`src/rtl/regfile_pkg.sv`:
```
// Shared types and constants for the register-file access controller.
// Address and data widths match the 32x32 register file it drives.
package regfile_pkg;

   localparam int RF_AW = 5;
   localparam int RF_DW = 32;
   localparam int NREG  = 32;

   typedef enum logic [1:0] {
      OP_WRITE = 2'b00,
      OP_READ  = 2'b01,
      OP_COPY  = 2'b10,
      OP_CLEAR = 2'b11
   } op_t;

   typedef enum logic [2:0] {
      S_IDLE,
      S_WR,
      S_RD,
      S_RSP,
      S_CP_RD,
      S_CP_WR,
      S_CLR
   } state_t;

endpackage

```
`src/rtl/regfile_access_ctrl.sv`:
```
// Command-driven initiator for the register file's write and read ports.
// Handles WRITE, READ, COPY and CLEAR. READ results go out through a valid/ready response.
module regfile_access_ctrl
   import regfile_pkg::*;
#(
   parameter int AW = RF_AW,
   parameter int DW = RF_DW,
   parameter logic [DW-1:0] CLEAR_VAL = '0
) (
   input  logic          clk,
   input  logic          rst_n,
   input  logic          cmd_valid,
   output logic          cmd_ready,
   input  logic [1:0]    cmd_op,
   input  logic [AW-1:0] cmd_addr,
   input  logic [AW-1:0] cmd_src,
   input  logic [DW-1:0] cmd_data,
   output logic          rsp_valid,
   input  logic          rsp_ready,
   output logic [DW-1:0] rsp_data1,
   output logic [DW-1:0] rsp_data2,
   output logic          rf_we3,
   output logic [AW-1:0] rf_wa3,
   output logic [DW-1:0] rf_wd3,
   output logic [AW-1:0] rf_ra1,
   output logic [AW-1:0] rf_ra2,
   input  logic [DW-1:0] rf_rd1,
   input  logic [DW-1:0] rf_rd2
);

   localparam logic [AW-1:0] LAST_IDX = AW'(NREG - 1);
   localparam logic [AW-1:0] FIRST_IDX = AW'(1);

   state_t        state_reg, state_next;
   logic          cmd_ready_reg;
   logic [AW-1:0] addr_reg, src_reg, cnt_reg;
   logic [DW-1:0] data_reg, copy_reg, rsp_data1_reg, rsp_data2_reg;
   logic          accept;

   assign accept    = (state_reg == S_IDLE) && cmd_valid && cmd_ready_reg;
   assign cmd_ready = cmd_ready_reg;
   assign rsp_valid = (state_reg == S_RSP);
   assign rsp_data1 = rsp_data1_reg;
   assign rsp_data2 = rsp_data2_reg;

   // Port outputs depend only on registered state; cmd_* affects only the next state.
   always_comb begin
      state_next = state_reg;
      rf_we3     = 1'b0;
      rf_wa3     = '0;
      rf_wd3     = '0;
      rf_ra1     = '0;
      rf_ra2     = '0;
      case (state_reg)
         S_IDLE: begin
            if (accept) begin
               case (op_t'(cmd_op))
                  OP_WRITE: state_next = S_WR;
                  OP_READ:  state_next = S_RD;
                  OP_COPY:  state_next = S_CP_RD;
                  OP_CLEAR: state_next = S_CLR;
                  default:  state_next = S_IDLE;
               endcase
            end
         end
         S_WR: begin
            rf_we3     = (addr_reg != '0);
            rf_wa3     = addr_reg;
            rf_wd3     = data_reg;
            state_next = S_IDLE;
         end
         S_RD: begin
            rf_ra1     = addr_reg;
            rf_ra2     = src_reg;
            state_next = S_RSP;
         end
         S_RSP: begin
            if (rsp_ready) state_next = S_IDLE;
         end
         S_CP_RD: begin
            rf_ra1     = src_reg;
            state_next = S_CP_WR;
         end
         S_CP_WR: begin
            rf_we3     = (addr_reg != '0);
            rf_wa3     = addr_reg;
            rf_wd3     = copy_reg;
            state_next = S_IDLE;
         end
         S_CLR: begin
            rf_we3 = 1'b1;
            rf_wa3 = cnt_reg;
            rf_wd3 = CLEAR_VAL;
            if (cnt_reg == LAST_IDX) state_next = S_IDLE;
         end
         default: state_next = S_IDLE;
      endcase
   end

   // A registered ready keeps cmd_ready low through reset and for the first edge after release.
   always_ff @(posedge clk or negedge rst_n) begin
      if (!rst_n) begin
         state_reg     <= S_IDLE;
         cmd_ready_reg <= 1'b0;
      end else begin
         state_reg     <= state_next;
         cmd_ready_reg <= (state_next == S_IDLE);
      end
   end

   always_ff @(posedge clk or negedge rst_n) begin
      if (!rst_n) begin
         addr_reg      <= '0;
         src_reg       <= '0;
         data_reg      <= '0;
         copy_reg      <= '0;
         cnt_reg       <= FIRST_IDX;
         rsp_data1_reg <= '0;
         rsp_data2_reg <= '0;
      end else begin
         if (accept) begin
            addr_reg <= cmd_addr;
            src_reg  <= cmd_src;
            data_reg <= cmd_data;
         end
         if (state_reg == S_RD) begin
            rsp_data1_reg <= rf_rd1;
            rsp_data2_reg <= rf_rd2;
         end
         if (state_reg == S_CP_RD) copy_reg <= rf_rd1;
         if (state_reg == S_CLR) cnt_reg <= (cnt_reg == LAST_IDX) ? FIRST_IDX : cnt_reg + FIRST_IDX;
      end
   end

endmodule

```
`config.mk`:
```
export PLATFORM = sky130hd
export DESIGN_NAME = regfile_access_ctrl
export DESIGN_NICKNAME = d
export VERILOG_FILES = /design/src/rtl/regfile_pkg.sv /design/src/rtl/regfile_access_ctrl.sv
export SDC_FILE = /design/constraint.sdc
export NUM_CORES = 1
export LEC_CHECK = 0
export ABC_CLOCK_PERIOD_IN_PS = 1700
export CORE_MARGIN = 10
export CORE_UTILIZATION = 25
export CTS_CLUSTER_SIZE = 30
export DETAILED_ROUTE_END_ITERATION = 10
export SLEW_MARGIN = 30
export SYNTH_ARGS = -nofsm -noshare
export SYNTH_HDL_FRONTEND = slang
export SYNTH_SLANG_ARGS = --single-unit
```
`constraint.sdc`:
```
create_clock -name clk -period 1.7 [get_ports clk]
set_input_delay 0.51 -clock clk [delete_from_list [all_inputs] [get_ports clk]]
set_output_delay 0.51 -clock clk [all_outputs]
set_load 0.1 [all_outputs]
```
==> summary.txt <==
Clock tree
  • CTS tree: done
  • CTS max path bufs: 2
  • Clk sink count: approximately 150
  • Clock slew at reported path FFs: 0.07 ns
  • CTS buffer count: 17
  • Clock root buffer: clkbuf_16
  • Worst-Skew Late Latency: between 0.4 and 0.5 ns
  • Htree depth: 4

Global routing
  • Largest net degree at the start of global routing: 42
  • Grt ovf: 0
  • Total GRT Usage: 0.1336
  • Vias in the first global route: 5499
  • Global-route wire length before repair: between 30 and 40 mm
  • Initial antenna violation count: 0

Detailed routing
  • DRC: 0
  • DR iter-0 viols: about 170
  • Vias per cell: 4.435
  • Drt total wl: roughly 22 mm
  • Detailed route wirelength on metal3: approximately 2.1 mm
  • Routed length on met1: 8.129 mm
  • Final ANT Viol Nets: 0
  • Top layer reached by signal wires: met4
  • Initial DRT Pass Iterations: 5
  • Via count: roughly 4700
  • Avg WL per Cell: between 20 and 25 um
  • Met2 wire length: around 11 mm

Floorplan
  • Die footprint: 31880 sq um
  • Core area: roughly 25000 sq um
  • Starting Density: 0.2562
  • Die W: between 150 and 200 um
  • I/O Pins: 226
  • Row cnt: 57
  • Die Y: about 180 um

Logic synthesis
  • Register area share after synthesis: 0.5855
  • Synth Register Bits: ~150
  • Count of cell types in the netlist: 35
  • Post-Syn Instances: about 430
  • Syn_nets: between 500 and 600
  • Post-synth EDFFs: 0
  • Main synth FF type: dfrtp_1
  • Synthesized area per cell: roughly 14 sq um
  • Yosys warnings: 0
  • Mapped cell area: 6285 sq um
  • Fraction of registers with async set or reset after synthesis: 1.000

Finish
  • Area growth syn-to-layout: 94.21%
  • Share of post-route cells with drive strength above 1: 0.5986
  • Number of antenna diodes: 0
  • Commonest non-fill, non-tap cell in the layout: dfrtp_1
  • Final Net Count: 831
  • Fill count: between 2000 and 2500
  • Most frequent cells in the layout: dfrtp_1, buf_12, clkdlybuf4s50_1, mux2_2, mux2_4

Timing
  • Worst hold slack: around 0.5 ns
  • Final Setup Violations: 144
  • Final worst setup slack: -0.5549 ns
  • Clk_skew: ~0.0089 ns
  • Max-slew violation count: 0
  • Fmax: 443.5 MHz
  • Fin. Hold Viols: 0
  • Period Utilization, post-route: 1.326
  • RSZ-0062 raised after global routing: true
  • TNS Setup: -33.89 ns
  • Rel. slew slack: 0.7549
  • Slew at the pin with the worst max-slew slack: about 0.37 ns
  • Fin crit period: about 2.3 ns

Setup path
  • Worst-path cell chain: or4_4 > o21ai_4 > nand2_4 > buf_12
  • Crit path arrival time: ~1.7 ns
  • Worst path required time: roughly 1.2 ns
  • CP Launch Type: register
  • Critical path class: register to output port
  • Crit path largest cell delay: between 0.5 and 0.6 ns
  • Slowest CP cell: or4_4
  • CP Capture Type: output port
  • CP Max Fanout: 2

Placement
  • Number of I/O port buffers: between 200 and 250
  • Detail Placement HPWL: 15.66 mm
  • RePlAce Congestion: 0.7804
  • Place WS: -0.4206 ns

Flow run
  • Max-cap violations: 0

Hold path
  • Hold Crit Class: register to register

Outcome
  • Failing checks: negative setup slack
  • Status: finished, violations left
## cells in the mapped netlist (all sizes together), types with 3 or more instances
cell / number / area, sq um
nand2: 9 / 33.78
buf: 24 / 193.9
dfrtp: 146 / 3654
mux2i: 32 / 320.3
nor3b: 3 / 27.52
a22o: 10 / 87.58
nor2: 37 / 138.9
o21ai: 6 / 30.03
and2: 5 / 31.28
clkbuf: 3 / 11.26
mux2: 138 / 1554
## cell families (layout without fill, tap and decap cells)
logic type | Yosys count | after routing | synth area share
AOI/OAI and AO/OA | 22 | 22 | 0.02608
xor gates and xnor gates | 1 | 1 | 0.001394
adders and majority gates | 2 | 2 | 0.003981
buffers and inverters | 27 | 323 | 0.03265
DFF | 147 | 147 | 0.5855
muxes | 170 | 170 | 0.2982
and+or+nand+nor | 65 | 65 | 0.05216
## metal layers
metal / GRT usage / vias up
met5: 0 / -
met4: 0.03169 / 0
met1: 0.1427 / 2383
met3: 0.06364 / 18
met2: 0.2336 / 165
li1: - / 2108
## area by class of cell
cell class / count / area (sq um) / share of cell area
Clock buffer: 19 / 452.9 / 0.03711
Clock inverter: 13 / 196.4 / 0.01609
Multi-Input combinational cell: 260 / 3126 / 0.2561
Sequential cell: 147 / 3687 / 0.3021
Tap cell: 324 / 405.4 / 0.03321
Timing Repair Buffer: 291 / 4338 / 0.3554
## critical path, delay by kind of cell (launching register included)
kind                   cells  cell delay [ns]
flip-flops                 1             0.38
AO/OA/AOI/OAI              1             0.16
buffers and inverters      1             0.16
AND/OR/NAND/NOR            2             0.62
## timing repair
| item | CTS | global route |
|---|---|---|
| pin swaps | 17 | 8 |
| setup buffers | 13 | 7 |
| hold endpoints to repair | 14 | 0 |
| endpoints found under the setup margin | 136 | 166 |
| hold buffers | 1 | 0 |
| gates cloned | 8 | 1 |
| gates resized for setup | 40 | 45 |
## per-stage QoR
stage / utilization / area (sq um) / instances
floorplan: - / 6895 / 434
detailed placement: 0.4425 / 10860 / 997
CTS: 0.4893 / 12000 / 1049
global route: 0.4975 / 12210 / 1054
global placement: 0.4425 / 10860 / 997
finish: 0.4975 / 12210 / 1054
## path summary, 6_finish.rpt
kind                                          from                        end  slack (ns)  cells after the start
min                        copy_reg[7]$_DFFE_PN0N_    copy_reg[7]$_DFFE_PN0N_        0.51                      1
min reg2reg                copy_reg[7]$_DFFE_PN0N_    copy_reg[7]$_DFFE_PN0N_        0.51                      1
min in group asynchronous                    rst_n  rsp_data2[30]$_DFFE_PN0N_        0.56                      2
max reg2reg                 state_reg[2]$_DFF_PN0_   rsp_data2[6]$_DFFE_PN0N_       -0.21                      7
max in group asynchronous                    rst_n   copy_reg[11]$_DFFE_PN0N_        0.59                      3
max                        addr_reg[2]$_DFFE_PN0N_                     rf_we3       -0.55                      4
Power is not shown: default switching activity piles up to over one toggle a cycle in this logic, so the estimate is an artifact.
